**src/rtl/demux_2x1_fifo_if.sv**
```systemverilog
// Handshake bundle for demux_2x1_fifo: one input stream and two buffered output streams.
// DEMUX_2X1_STATS_EN adds the per-output word counters y0_words/y1_words.
interface demux_2x1_fifo_if #(
    parameter int DATA_W = 8,
    parameter int DEPTH  = 4
);
    localparam int CNT_W = $clog2(DEPTH) + 1;

    logic              in_valid;
    logic              in_ready;
    logic [DATA_W-1:0] in_data;
    logic              in_sel;

    logic              y0_valid;
    logic              y0_ready;
    logic [DATA_W-1:0] y0_data;
    logic [CNT_W-1:0]  y0_count;

    logic              y1_valid;
    logic              y1_ready;
    logic [DATA_W-1:0] y1_data;
    logic [CNT_W-1:0]  y1_count;

`ifdef DEMUX_2X1_STATS_EN
    logic [15:0]       y0_words;
    logic [15:0]       y1_words;

    modport master (
        output in_valid, in_data, in_sel, y0_ready, y1_ready,
        input  in_ready, y0_valid, y0_data, y0_count,
        input  y1_valid, y1_data, y1_count, y0_words, y1_words
    );

    modport slave (
        input  in_valid, in_data, in_sel, y0_ready, y1_ready,
        output in_ready, y0_valid, y0_data, y0_count,
        output y1_valid, y1_data, y1_count, y0_words, y1_words
    );
`else
    modport master (
        output in_valid, in_data, in_sel, y0_ready, y1_ready,
        input  in_ready, y0_valid, y0_data, y0_count,
        input  y1_valid, y1_data, y1_count
    );

    modport slave (
        input  in_valid, in_data, in_sel, y0_ready, y1_ready,
        output in_ready, y0_valid, y0_data, y0_count,
        output y1_valid, y1_data, y1_count
    );
`endif
endinterface

```
**src/rtl/demux_2x1_fifo.sv**
```systemverilog
// Registered 1:2 demultiplexer: each input word is routed by in_sel into one of two FWFT FIFOs.
// Optional macro DEMUX_2X1_STATS_EN adds saturating 16-bit accepted-word counters per output.
module demux_2x1_fifo #(
    parameter int DATA_W = 8,
    parameter int DEPTH  = 4,
    localparam int CNT_W = $clog2(DEPTH) + 1
) (
    input  logic                  clk,
    input  logic                  rst,
    demux_2x1_fifo_if.slave       bus
);
    localparam int PTR_W = $clog2(DEPTH);
    localparam logic [CNT_W-1:0] FULL_CNT = CNT_W'(DEPTH);

    if (DEPTH < 2 || (DEPTH & (DEPTH - 1)) != 0) begin : g_bad_depth
        $error("demux_2x1_fifo: DEPTH must be a power of two and at least 2");
    end

    logic [DATA_W-1:0] mem0 [DEPTH];
    logic [DATA_W-1:0] mem1 [DEPTH];
    logic [PTR_W-1:0]  wr_ptr0, rd_ptr0;
    logic [PTR_W-1:0]  wr_ptr1, rd_ptr1;
    logic [CNT_W-1:0]  cnt0, cnt1;

    logic              sel_full;
    logic              in_ready;
    logic              push, push0, push1;
    logic              pop0, pop1;
    logic              y0_valid, y1_valid;

    // Head-of-line blocking: only the selected FIFO's fullness matters, with no pop bypass.
    assign sel_full = bus.in_sel ? (cnt1 == FULL_CNT) : (cnt0 == FULL_CNT);
    assign in_ready = !rst && !sel_full;

    assign y0_valid = (cnt0 != '0);
    assign y1_valid = (cnt1 != '0);

    assign push  = bus.in_valid && in_ready;
    assign push0 = push && !bus.in_sel;
    assign push1 = push &&  bus.in_sel;
    assign pop0  = !rst && y0_valid && bus.y0_ready;
    assign pop1  = !rst && y1_valid && bus.y1_ready;

    function automatic logic [CNT_W-1:0] next_count(
        input logic [CNT_W-1:0] cnt,
        input logic             do_push,
        input logic             do_pop
    );
        logic [CNT_W-1:0] res;
        res = cnt;
        case ({do_push, do_pop})
            2'b10:   res = cnt + CNT_W'(1);
            2'b01:   res = cnt - CNT_W'(1);
            default: res = cnt;
        endcase
        return res;
    endfunction

    // Storage is data-only and deliberately left out of reset.
    always_ff @(posedge clk) begin
        if (push0) begin
            mem0[wr_ptr0] <= bus.in_data;
        end
        if (push1) begin
            mem1[wr_ptr1] <= bus.in_data;
        end
    end

    always_ff @(posedge clk) begin
        if (rst) begin
            wr_ptr0 <= '0;
            rd_ptr0 <= '0;
            cnt0    <= '0;
        end else begin
            if (push0) begin
                wr_ptr0 <= wr_ptr0 + PTR_W'(1);
            end
            if (pop0) begin
                rd_ptr0 <= rd_ptr0 + PTR_W'(1);
            end
            cnt0 <= next_count(cnt0, push0, pop0);
        end
    end

    always_ff @(posedge clk) begin
        if (rst) begin
            wr_ptr1 <= '0;
            rd_ptr1 <= '0;
            cnt1    <= '0;
        end else begin
            if (push1) begin
                wr_ptr1 <= wr_ptr1 + PTR_W'(1);
            end
            if (pop1) begin
                rd_ptr1 <= rd_ptr1 + PTR_W'(1);
            end
            cnt1 <= next_count(cnt1, push1, pop1);
        end
    end

    assign bus.in_ready = in_ready;
    assign bus.y0_valid = y0_valid;
    assign bus.y1_valid = y1_valid;
    assign bus.y0_data  = mem0[rd_ptr0];
    assign bus.y1_data  = mem1[rd_ptr1];
    assign bus.y0_count = cnt0;
    assign bus.y1_count = cnt1;

`ifdef DEMUX_2X1_STATS_EN
    logic [15:0] words0, words1;

    function automatic logic [15:0] sat_inc16(input logic [15:0] v);
        return (v == 16'hFFFF) ? v : v + 16'd1;
    endfunction

    always_ff @(posedge clk) begin
        if (rst) begin
            words0 <= '0;
            words1 <= '0;
        end else begin
            if (push0) begin
                words0 <= sat_inc16(words0);
            end
            if (push1) begin
                words1 <= sat_inc16(words1);
            end
        end
    end

    assign bus.y0_words = words0;
    assign bus.y1_words = words1;
`endif
endmodule

```
**src/flat_wrapper.sv**
```systemverilog
// flat-port wrapper written by rule: the top's interface ports become plain ports
module demux_2x1_fifo_flat 
#(
    parameter int DATA_W = 8,
    parameter int DEPTH  = 4,
    localparam int CNT_W = $clog2(DEPTH) + 1
)
  (clk, rst, bus_in_valid, bus_in_data, bus_in_sel, bus_y0_ready, bus_y1_ready, bus_in_ready, bus_y0_valid, bus_y0_data, bus_y0_count, bus_y1_valid, bus_y1_data, bus_y1_count);
  demux_2x1_fifo_if #(.DATA_W(DATA_W), .DEPTH(DEPTH)) bus_i ();
  input  logic clk;
  input  logic rst;
  input wire logic [$bits(bus_i.in_valid)-1:0] bus_in_valid;
  input wire logic [$bits(bus_i.in_data)-1:0] bus_in_data;
  input wire logic [$bits(bus_i.in_sel)-1:0] bus_in_sel;
  input wire logic [$bits(bus_i.y0_ready)-1:0] bus_y0_ready;
  input wire logic [$bits(bus_i.y1_ready)-1:0] bus_y1_ready;
  output wire logic [$bits(bus_i.in_ready)-1:0] bus_in_ready;
  output wire logic [$bits(bus_i.y0_valid)-1:0] bus_y0_valid;
  output wire logic [$bits(bus_i.y0_data)-1:0] bus_y0_data;
  output wire logic [$bits(bus_i.y0_count)-1:0] bus_y0_count;
  output wire logic [$bits(bus_i.y1_valid)-1:0] bus_y1_valid;
  output wire logic [$bits(bus_i.y1_data)-1:0] bus_y1_data;
  output wire logic [$bits(bus_i.y1_count)-1:0] bus_y1_count;
  assign bus_i.in_valid = bus_in_valid;
  assign bus_i.in_data = bus_in_data;
  assign bus_i.in_sel = bus_in_sel;
  assign bus_i.y0_ready = bus_y0_ready;
  assign bus_i.y1_ready = bus_y1_ready;
  assign bus_in_ready = bus_i.in_ready;
  assign bus_y0_valid = bus_i.y0_valid;
  assign bus_y0_data = bus_i.y0_data;
  assign bus_y0_count = bus_i.y0_count;
  assign bus_y1_valid = bus_i.y1_valid;
  assign bus_y1_data = bus_i.y1_data;
  assign bus_y1_count = bus_i.y1_count;
  demux_2x1_fifo #(.DATA_W(DATA_W), .DEPTH(DEPTH)) u_core (.clk(clk), .rst(rst), .bus(bus_i));
endmodule
```
**config.mk**
```make
export PLATFORM = sky130hd
export DESIGN_NAME = demux_2x1_fifo_flat
export DESIGN_NICKNAME = d
export VERILOG_FILES = /design/src/rtl/demux_2x1_fifo_if.sv /design/src/rtl/demux_2x1_fifo.sv /design/src/flat_wrapper.sv
export SDC_FILE = /design/constraint.sdc
export NUM_CORES = 1
export LEC_CHECK = 0
export CORE_MARGIN = 3
export CORE_UTILIZATION = 42
export CTS_CLUSTER_SIZE = 20
export DETAILED_ROUTE_END_ITERATION = 12
export PLACE_DENSITY = 0.65
export SETUP_SLACK_MARGIN = 0.4
export SLEW_MARGIN = 25
export SYNTH_ARGS = -nofsm -noshare
export SYNTH_HDL_FRONTEND = slang
export SYNTH_SLANG_ARGS = --single-unit
```
**constraint.sdc**
```tcl
create_clock -name clk -period 2.5 [get_ports clk]
set_clock_uncertainty 0.1 [all_clocks]
set_input_delay 0.25 -clock clk [delete_from_list [all_inputs] [get_ports clk]]
set_output_delay 0.25 -clock clk [all_outputs]
set_load 0.05 [all_outputs]
```
; ---- Word level (Yosys, flattened, before mapping)
; Memories as Yosys holds them, arrays and structs flattened. A register that Yosys moved wholly into a read port is not among the register bits.
; Index checks and enable logic that the tools add are counted.
[classes]
n_addsub = 8
n_eq_ne = 6
mux = 11
n_reduce_logical = 15
[op_table]
columns = op, n
row1 = $pmux 3 s2, 2
row2 = $add 2x1->2 const B, 4
row3 = $logic_and 1x1->1, 8
row4 = $mux 2, 4
row5 = $add 3x1->3 const B, 2
row6 = $eq 3x3->1 const B, 2
row7 = $reduce_bool 3->1, 2
row8 = $sub 3x1->3 const B, 2
row9 = $mux 1, 5
row10 = $eq 2x1->1 const B, 2
row11 = $eq 2x2->1 const B, 2
row12 = $reduce_bool 2->1, 2
row13 = $logic_not 1->1, 3
[word_totals]
ff_bits = 14
ram_bits = 64
wordCells = 48
memories = 2
[mem_list]
columns = name, depth, word_bits, read_ports, rd_ports_with_merged_regs, write_ports, line
row1 = u_core.mem0, 4, 8, 1, 1, 1, demux_2x1_fifo.sv:19  ; logic [DATA_W-1:0] mem0 [DEPTH];
row2 = u_core.mem1, 4, 8, 1, 1, 1, demux_2x1_fifo.sv:20  ; logic [DATA_W-1:0] mem1 [DEPTH];

; ---- Depth between registers and ports, before layout
; Gate-level depths: netlist of run 1.
[logic_depth]
word_depth = 8
ltp_mapped = 10

; ---- Least setup slack after synthesis of run 1
; No wires, ideal clock.
[synth_timing]
path_kind = register -> register
start = register u_core.cnt0[2] (netlist: u_core.bus.y0_count[2])
end = register u_core.cnt0[2] (netlist: u_core.bus.y0_count[2])
setup_time_ns = 0.070
t_arrival_ns = 2.516
t_required_ns = 2.330
slack_ns = -0.185
stages_incl_launch_ff = 11
path_buffers = 1
cell_sequence = dfxtp_1 -> or3b_1 -> clkbuf_1 -> and2_4 -> inv_1 -> ha_1 -> inv_1 -> fa_1 -> xor2_1 -> or3_1 -> a21oi_1
[synth_via]
elab_chain_cells = 8
[synth_rtl]
columns = item, line
row1 = "start, declared", demux_2x1_fifo.sv:23  ; logic [CNT_W-1:0] cnt0, cnt1;
row2 = "start signal, assigned", demux_2x1_fifo.sv:81  ; cnt0 <= next_count(cnt0, push0, pop0);
row3 = $eq 3x3->1, demux_2x1_fifo.sv:32  ; assign sel_full = bus.in_sel ? (cnt1 == FULL_CNT) : (cnt0 == FULL_CNT);
row4 = $mux 1, demux_2x1_fifo.sv:32
row5 = $logic_not 1->1, demux_2x1_fifo.sv:33  ; assign in_ready = !rst && !sel_full;
row6 = $logic_and 1x1->1, demux_2x1_fifo.sv:33
row7 = $logic_and 1x1->1, demux_2x1_fifo.sv:38  ; assign push = bus.in_valid && in_ready;
row8 = $logic_and 1x1->1, demux_2x1_fifo.sv:39  ; assign push0 = push && !bus.in_sel;
row9 = $eq 2x1->1 / $eq 2x2->1 (equally long branches), demux_2x1_fifo.sv:51  ; case ({do_push, do_pop})
row10 = $pmux 3 s2 / $reduce_bool 2->1 (equally long branches), --
; Several ways; a longest one is shown, not always the timed one.
; A chain may end at the register's enable or synchronous reset.

; ---- Worst setup path in the final report of run 1
[layout_timing]
start = register u_core.cnt1[1] (netlist: u_core.bus.y1_count[1])
end = register u_core.cnt1[2] (netlist: u_core.bus.y1_count[2])
[layout_via]
elab_chain_cells = 8
[layout_rtl]
columns = item, line
row1 = "start, declared", demux_2x1_fifo.sv:23
row2 = "start signal, assigned", demux_2x1_fifo.sv:97  ; cnt1 <= next_count(cnt1, push1, pop1);
row3 = $eq 3x3->1, demux_2x1_fifo.sv:32
row4 = $mux 1, demux_2x1_fifo.sv:32
row5 = $logic_not 1->1, demux_2x1_fifo.sv:33
row6 = $logic_and 1x1->1, demux_2x1_fifo.sv:33
row7 = $logic_and 1x1->1, demux_2x1_fifo.sv:38
row8 = $logic_and 1x1->1, demux_2x1_fifo.sv:40  ; assign push1 = push && bus.in_sel;
row9 = $eq 2x1->1 / $eq 2x2->1 (equally long branches), demux_2x1_fifo.sv:51
row10 = $pmux 3 s2 / $reduce_bool 2->1 (equally long branches), --
; Several ways; a longest one is shown, not always the timed one.

==> metrics.yaml, run 1 <==
gr-usage-all-layers: 0.131
ys_seq_area_frac: 0.683
slowest_stage: "or3b_4"
synth_cell_type_count: 30
cts.clk_slew.worst_paths_ns: 0.08
worstMarginPinSlew_ns: 0.500
grt_max_degree: 14
cts_hold_buf: 0
synth_top_family_by_area: "multiplexers"
hpwl_mm: 3.71
yosys.area_share.simple: 0.0697
dieArea_sq_mm: 0.00906
nNetsFinal: 274
cts_buffers: 9
hold_viol: 0
place_congestion: 0.733
status: "finished clean"
final_cells: 352
layout-drive-gt1-share: 0.344
ys_ff_latch: 82
antenna_found_initial: 0
ant_nets: 0
relSlewSlack: 0.666
slowest_delay_ns: 0.39
cp-startpoint: "u_core.bus.y1_count[1]$_SDFFE_PP0P_"
maxCapViolCount: 0
initial_core_util: 0.446
startpoint_type: "flip-flop"
h-tree-depth: 3
drc: 0
power_leakage_nw: 1.41
syn-cell-area_sq_mm: 0.00334
setup_viol: 0
hold_start: "u_core.rd_ptr1[0]$_SDFFE_PP0P_"
rsz0062_at_grt: "true"
vias: 1721
drt-vias-per-instance: 4.89
worst-path-buf-inv: 2
place_area_sq_mm: 0.00389
rows: 31
dr.pass1.iters: 4
overflow: 0
final_area_sq_mm: 0.00409
grt_pass1_wl_mm: 8.67
top_level_ports: 39
dieWidth_microns: 95.2
muxShareOfSynthArea: 0.123
netlist_instances: 192
grt_pass1_vias: 1719
synth_xor_area_frac: 0.0105
hold_slack_ns: 0.409
n_antenna_cell: 0
hp-class: "flip-flop to flip-flop"
required_ns: 2.67
endpoint_kind: "flip-flop"
ir_worst_vdd_v: 0.000359
critPathTopFamily: "simple AND/OR/NAND/NOR gates"
post-route-min-period_ns: 2.20
insertion_delay_ns: 0.34
synth_area_leaders: "edfxtp_1 58%, dfxtp_1 11%, mux4_2 11%, ha_1 3.7%, inv_1 1.6%"
dr.first_iter.drc_count: 54
fin_setup_tns_ns: 0
area_growth_pct: 22.4
post-route-period-util: 0.882
clock-sinks: 82
drt-total-wl_mm: 5.44
slew_viol_final: 0
yosys.area.top_type_share: 0.575
synth_compound_area_frac: 0.0300
clock_path_buffers: 2
cp_cell_sequence: "or3b_4, and2_4, inv_4, ha_4, inv_2, fa_2, xor2_1, or3_1, a21oi_1"
portBuffers: 38
synthAdderAreaFrac: 0.0494
power-per-cell-area_mw_per_mm2: 673
p_total_mw: 2.75
arrival_ns: 2.37
r2r-start: "u_core.bus.y1_count[1]$_SDFFE_PP0P_"
die_y_microns: 95.2
synth_area_leader_cell: "edfxtp_1"
root_buffer: "clkbuf_8"
synth.avg_cell_area_sq_um: 17.4
core_sq_mm: 0.00749
wl_per_cell_microns: 15.5
dp.cells: 330
crit_path_max_fanout: 5
cts_tree: "done"
synth_nets: 218
yosysWarnings: 0
path_class: "flip-flop to flip-flop"
clock.fmax_ghz: 0.454
## sequential cells by signal (all words and copies together), names as in the netlist, named ones only
register             flops
u_core.rd_ptr1           2
u_core.bus.y0_count      3
u_core.mem0             32
u_core.mem1             32
u_core.wr_ptr1           2
u_core.wr_ptr0           2
u_core.rd_ptr0           2
u_core.bus.y1_count      3
## cell usage after synthesis (all sizes together)
| library cell | count |
|---|---|
| clkbuf | 2 |
| edfxtp | 64 |
| or3 | 4 |
| ha | 10 |
| a311oi | 2 |
| o21ai | 4 |
| o31ai | 2 |
| a21oi | 4 |
| and2 | 2 |
| mux2i | 5 |
| nor2 | 7 |
| buf | 8 |
| dfxtp | 18 |
| and3b | 3 |
| nand2b | 4 |
| or3b | 2 |
| nand3 | 4 |
| inv | 14 |
| a31o | 2 |
| and3 | 8 |
| nor3b | 1 |
| fa | 2 |
| mux4 | 16 |
| xor2 | 4 |
## cell families (layout without fill, tap and decap cells)
kind of cell             after synthesis  count (layout)
flip-flops                            82              82
AND/OR/NAND/NOR                       35              35
buffers and inverters                 24              85
multiplexers                          21              21
AO/OA/AOI/OAI                         14              14
adder cells (fa/ha/maj)               12              12
XOR/XNOR                               4               4
## power by group
group / total, mW / switching [mW] / leakage [nW] / internal, mW
Sequential: 1.51 / 0.0188 / 0.729 / 1.49
Clock: 0.898 / 0.445 / 0.0874 / 0.453
Combinational: 0.340 / 0.206 / 0.596 / 0.134
## metrics by stage
step,worst slack [ns],util
CTS,0.290,0.546
floorplan,0.153,-
detailed placement,-0.00198,0.520
global route,0.217,0.546
finish,0.295,0.546
global placement,0.0721,0.520
## cell type report
class                           instances  area (sq um)
Clock buffer                           10           128
Clock inverter                          6          57.6
Fill cell                             615          3400
Inverter                               14          55.1
Multi-Input combinational cell         86           978
Sequential cell                        82          2300
Tap cell                               99           124
Timing Repair Buffer                   55           443
## worst register-to-register path, cell delays in order, from the launching register on
cell,delay (ns)
dfxtp_2,0.35
or3b_4,0.39
and2_4,0.16
inv_4,0.05
ha_4,0.13
inv_2,0.03
fa_2,0.32
xor2_1,0.16
or3_1,0.31
a21oi_1,0.14
## path summary, 6_finish.rpt
path | slack (ns) | depth (start not counted) | endpoint
worst max register to register | 0.30 | 9 | u_core.bus.y1_count[2]$_SDFFE_PP0P_
worst min-delay path | 0.41 | 1 | u_core.rd_ptr1[0]$_SDFFE_PP0P_
worst min register to register | 0.41 | 1 | u_core.rd_ptr1[0]$_SDFFE_PP0P_
worst max-delay path | 0.30 | 9 | u_core.bus.y1_count[2]$_SDFFE_PP0P_
## metal layers
layer,up-vias,global-route usage,share of wire
met5,-,0,0
met1,830,0.174,0.46
met2,42,0.205,0.47
li1,841,-,-
met3,8,0.0268,0.053
met4,0,0.0685,0.016
## timing repair
item                                    in CTS  in global routing
endpoints found under the setup margin      12                 10
pin swaps                                    2                  2
gates resized for setup                     28                 18
gates cloned                                 0                  0
setup buffers                                2                  4
## cells in the final DEF (no fill, tap or decap), drive strengths merged
cell type      netlist  layout
edfxtp              64      64
nor2                 7       7
mux2i                5       5
mux4                16      16
inv                 14      14
a311oi               2       2
and3                 8       8
or3b                 2       2
bufinv               0       1
and2                 2       2
dlygate4sd2          0       2
fa                   2       2
clkinv               0       3
or3                  4       4
o21ai                4       4
nor3b                1       1
dfxtp               18      18
and3b                3       3
buf                  8      33
a21oi                4       4
a31o                 2       2
clkdlybuf4s50        0      19
clkbuf               2      11
o31ai                2       2
xor2                 4       4
ha                  10      10
clkinvlp             0       2
nand2b               4       4
nand3                4       4
(Power assumes the default switching activity.)
==> run 2: changes to the inputs <==
--- a/config.mk
+++ b/config.mk
@@ -5,7 +5,7 @@
 export SDC_FILE = /design/constraint.sdc
 export NUM_CORES = 1
 export LEC_CHECK = 0
-export CORE_MARGIN = 3
+export CORE_MARGIN = 1
 export CORE_UTILIZATION = 42
 export CTS_CLUSTER_SIZE = 20
 export DETAILED_ROUTE_END_ITERATION = 12
==> run 2 against run 1 <==
Hold slack improved by 0.0045 ns. Sequential share of layout area down 0.81 points. First-iteration DRC count is 3.7% higher. Clock-buffer cell count unchanged. Sequential cell count unchanged. Global-route usage rose by 1.4 points. Via count grew 0.46%. Final area is 1.3% higher. Critical path depth unchanged. Critical path type unchanged. Largest power group unchanged.
==> metrics.yaml, run 2 (synthesized netlist as in run 1, its figures left out) <==
status: "finished clean"
slowest_stage: "dfxtp_4"
rsz0062_at_grt: "true"
wl_per_cell_microns: 15.4
area_growth_pct: 24.0
h-tree-depth: 3
drt-total-wl_mm: 5.53
root_buffer: "clkbuf_8"
slowest_delay_ns: 0.37
grt_max_degree: 15
dr.first_iter.drc_count: 56
holdPathStages: 1
clock-sinks: 82
hold_start: "u_core.rd_ptr0[0]$_SDFFE_PP0P_"
layout-drive-gt1-share: 0.355
post-route-min-period_ns: 2.16
r2r-start: "u_core.bus.y0_count[2]$_SDFFE_PP0P_"
reg2reg_to: "u_core.bus.y0_count[2]$_SDFFE_PP0P_"
relSlewSlack: 0.666
grt_pass1_wl_mm: 8.93
startpoint_type: "flip-flop"
dr.pass1.iters: 4
rrSetupSlack_ns: 0.34
ir_worst_vdd_v: 0.000322
hold_end: "u_core.rd_ptr0[0]$_SDFFE_PP0P_"
arrival_ns: 2.33
setup_viol: 0
power_leakage_nw: 1.45
nNetsFinal: 277
cts.clk_slew.worst_paths_ns: 0.08
clock_path_buffers: 2
place_congestion: 0.743
initial_core_util: 0.432
die_y_microns: 91.2
ant_nets: 0
reg2reg_depth: 9
fin_setup_tns_ns: 0
final_area_sq_mm: 0.00414
path_class: "flip-flop to flip-flop"
drc: 0
top_level_ports: 39
overflow: 0
fillers: 634
maxCapViolCount: 0
clock.fmax_ghz: 0.463
slew_viol_final: 0
n_antenna_cell: 0
reg_top3: "u_core.mem0: 32 flops, u_core.mem1: 32 flops"
endpoint_kind: "flip-flop"
gr-usage-all-layers: 0.146
dieWidth_microns: 91.2
mostFrequentLayoutCells: "64 x edfxtp_1, 25 x buf_4, 19 x clkdlybuf4s50_1"
path_common_cell: "inv_2"
final_common_cell: "edfxtp_1"
grt_pass1_vias: 1696
hp-class: "flip-flop to flip-flop"
required_ns: 2.67
cts_tree: "done"
dieArea_sq_mm: 0.00831
cts_buffers: 9
post-route-period-util: 0.863
insertion_delay_ns: 0.34
crit_path_max_fanout: 5
rows: 32
portBuffers: 38
antenna_found_initial: 0
cp_cell_sequence: "or3b_1, and2_4, inv_2, ha_4, inv_2, fa_2, xor2_1, or3_1, a21oi_1"
core_sq_mm: 0.00773
worstMarginPinSlew_ns: 0.499
power-per-cell-area_mw_per_mm2: 701
hpwl_mm: 3.60
drt-vias-per-instance: 4.83
place_area_sq_mm: 0.00390
vias: 1729
hold_viol: 0
-- run 2: worst max path at each step --
stage,start,end,cells past startpoint
after global routing,u_core.bus.y0_count[2]$_SDFFE_PP0P_,u_core.bus.y0_count[2]$_SDFFE_PP0P_,9
after floorplan,u_core.bus.y0_count[2]$_SDFFE_PP0P_,u_core.bus.y0_count[2]$_SDFFE_PP0P_,10
final,u_core.bus.y0_count[2]$_SDFFE_PP0P_,u_core.bus.y0_count[2]$_SDFFE_PP0P_,9
after global placement,rst,u_core.bus.y1_count[2]$_SDFFE_PP0P_,10
after detailed placement,rst,u_core.bus.y1_count[2]$_SDFFE_PP0P_,10
after CTS,u_core.bus.y0_count[2]$_SDFFE_PP0P_,u_core.bus.y0_count[2]$_SDFFE_PP0P_,9
-- run 2: where the power goes --
group,switching [mW],internal (mW),total [mW],leakage (nW)
Sequential,0.0164,1.49,1.51,0.728
Clock,0.479,0.566,1.05,0.110
Combinational,0.209,0.140,0.349,0.607
Total,0.705,2.20,2.91,1.45
-- run 2: per-stage QoR --
stage	util	instances	worst slack, ns	power, mW	hold slack (ns)
6_report	0.536	358	0.342	2.91	0.414
2_1_floorplan	-	192	0.153	1.78	0.249
3_5_place_dp	0.505	333	0.0295	1.90	0.398
5_1_grt	0.536	358	0.236	3.01	0.467
4_1_cts	0.538	355	0.340	2.93	0.417
3_3_place_gp	0.505	333	0.0723	1.89	0.389
-- run 2: layer usage --
| metal | track usage | share of wire | wire length (microns) |
|---|---|---|---|
| met4 | 0.0635 | 0.018 | 99 |
| met5 | 0 | 0 | 0 |
| met1 | 0.200 | 0.48 | 2650 |
| met2 | 0.221 | 0.45 | 2510 |
| met3 | 0.0369 | 0.048 | 267 |
-- run 2: timing repair --
item / in CTS / in global routing
pin swaps: 2 / 3
hold buffers: 0 / 0
resized for setup: 40 / 17
setup endpoints to repair: 14 / 10
buffers inserted: 6 / 3
-- run 2: final cells by class --
type / instances / area, sq um / share of cell area
Inverter: 14 / 52.6 / 0.0127
Clock inverter: 6 / 91.3 / 0.0220
Multi-Input combinational cell: 86 / 976 / 0.236
Sequential cell: 82 / 2300 / 0.555
Tap cell: 102 / 128 / 0.0308
Timing Repair Buffer: 58 / 468 / 0.113
Clock buffer: 10 / 128 / 0.0308
-- run 2: critical path: cells and delay by family (launching register included) --
kind            cells  cell delay [ns]
simple gates        3             0.81
fa+ha+maj           2             0.45
flops               1             0.37
xor+xnor            1             0.15
compound gates      1             0.12
buf+inv             2             0.10
==> run 3: changes to the inputs <==
--- a/config.mk
+++ b/config.mk
@@ -10,8 +10,9 @@
 export CTS_CLUSTER_SIZE = 20
 export DETAILED_ROUTE_END_ITERATION = 12
 export PLACE_DENSITY = 0.65
+export REMOVE_ABC_BUFFERS = 1
 export SETUP_SLACK_MARGIN = 0.4
-export SLEW_MARGIN = 25
+export SLEW_MARGIN = 10
 export SYNTH_ARGS = -nofsm -noshare
 export SYNTH_HDL_FRONTEND = slang
 export SYNTH_SLANG_ARGS = --single-unit
==> run 3 against run 2 <==
Clock power is 18% higher. Critical path type unchanged. Largest power group unchanged. Global-route usage is 0.19 points higher. Cell count is 0.84% higher. Die area stayed put. Largest cell class unchanged. Utilization is 0.91 points higher.
==> metrics.yaml, run 3 (synthesized netlist as in run 1, its figures left out) <==
insertion_delay_ns: 0.34
area_growth_pct: 26.1
rows: 32
cts_hold_buf: 0
die_y_microns: 91.2
power_leakage_nw: 1.48
cts_buffers: 9
reg_top3: "u_core.mem0: 32 flops, u_core.mem1: 32 flops"
seq_area_sq_mm: 0.00229
setup_viol: 0
worstMarginPinSlew_ns: 0.505
drt-vias-per-instance: 4.83
cts.clk_slew.worst_paths_ns: 0.08
path_class: "flip-flop to flip-flop"
n_antenna_cell: 0
dr.pass1.iters: 4
reg2reg_depth: 9
nNetsFinal: 280
core_sq_mm: 0.00773
power-per-cell-area_mw_per_mm2: 739
startpoint_type: "flip-flop"
drc: 0
grt_pass1_vias: 1761
endpoint_kind: "flip-flop"
clock.fmax_ghz: 0.455
final_area_sq_mm: 0.00421
r2r-start: "u_core.bus.y0_count[2]$_SDFFE_PP0P_"
multiInputGateArea_sq_um: 982
rsz0062_at_grt: "true"
fillers: 633
setup_ws_ns: 0.303
vias: 1744
crit_path_max_fanout: 5
antenna_found_initial: 0
arrival_ns: 2.37
cts_tree: "done"
dr.first_iter.drc_count: 85
grt_max_degree: 15
required_ns: 2.68
clock-sinks: 82
place_area_sq_mm: 0.00389
holdPathStages: 2
reg2reg_to: "u_core.bus.y0_count[2]$_SDFFE_PP0P_"
post-route-min-period_ns: 2.20
hp-class: "flip-flop to flip-flop"
dieWidth_microns: 91.2
maxCapViolCount: 0
slew_viol_final: 0
final_common_cell: "edfxtp_1"
ant_nets: 0
wl_per_cell_microns: 15.4
hold_viol: 0
initial_core_util: 0.432
root_buffer: "clkbuf_8"
ir_worst_vdd_v: 0.000326
hpwl_mm: 3.65
mostFrequentLayoutCells: "64 x edfxtp_1, 31 x buf_4, 19 x clkdlybuf4s50_1"
post-route-period-util: 0.879
dp_slack_ns: -0.0590
top_level_ports: 39
grt_pass1_wl_mm: 9.03
fin_setup_tns_ns: 0
clock_path_buffers: 2
portBuffers: 38
status: "finished clean"
overflow: 0
place_congestion: 0.714
h-tree-depth: 3
hold_start: "u_core.bus.y0_count[2]$_SDFFE_PP0P_"
drt-total-wl_mm: 5.56
layout-drive-gt1-share: 0.367
hold_end: "u_core.bus.y0_count[2]$_SDFFE_PP0P_"
gr-usage-all-layers: 0.148
dieArea_sq_mm: 0.00831
rrSetupSlack_ns: 0.30
relSlewSlack: 0.662
==> run 3: worst max-delay path by stage <==
stage                                              from                                  end
global route        u_core.bus.y0_count[2]$_SDFFE_PP0P_  u_core.bus.y0_count[2]$_SDFFE_PP0P_
finish              u_core.bus.y0_count[2]$_SDFFE_PP0P_  u_core.bus.y0_count[2]$_SDFFE_PP0P_
CTS                 u_core.bus.y0_count[2]$_SDFFE_PP0P_  u_core.bus.y0_count[2]$_SDFFE_PP0P_
global placement                                    rst  u_core.bus.y1_count[2]$_SDFFE_PP0P_
floorplan           u_core.bus.y0_count[2]$_SDFFE_PP0P_  u_core.bus.y0_count[2]$_SDFFE_PP0P_
detailed placement                                  rst  u_core.bus.y1_count[2]$_SDFFE_PP0P_
==> run 3: power breakdown <==
group | internal [mW] | switching, mW
Sequential | 1.50 | 0.0152
Clock | 0.770 | 0.470
Combinational | 0.148 | 0.213
Total | 2.42 | 0.697
==> run 3: through the flow <==
stage	instances	hold WS (ns)	utilization	total power [mW]
after floorplan	182	0.219	-	1.76
after global placement	339	0.385	0.503	1.90
after detailed placement	339	0.391	0.503	1.90
after CTS	359	0.412	0.545	3.13
after global routing	361	0.435	0.545	3.22
final	361	0.400	0.545	3.11
==> run 3: critical path, cell delays in order, from the launching register on <==
cell and delay [ns]:
dfxtp_2 0.36, or3b_4 0.39, and2_4 0.16, inv_4 0.05
ha_4 0.13, inv_2 0.03, fa_2 0.32, xor2_1 0.15
or3_1 0.30, a21oi_1 0.13
==> run 3: timing repair <==
item                                    4_1_cts  5_1_grt
setup buffers                                 4        2
pin swaps                                     5        7
endpoints found under the setup margin       13       10
gates resized for setup                      37       20
==> run 3: layer usage <==
metal	up-vias	share of wire	GRT usage
li1	849	-	-
met1	850	0.46	0.194
met2	37	0.48	0.236
met3	8	0.035	0.0268
met4	0	0.017	0.0754
met5	-	0	0
==> run 3: area by class of cell <==
type	instances	share of cell area
clock buffers	10	0.0303
clock inverters	6	0.0327
inverters	14	0.0131
multi-input cells	86	0.233
flip-flops and latches	82	0.543
well taps	102	0.0303
repair buffers	61	0.117
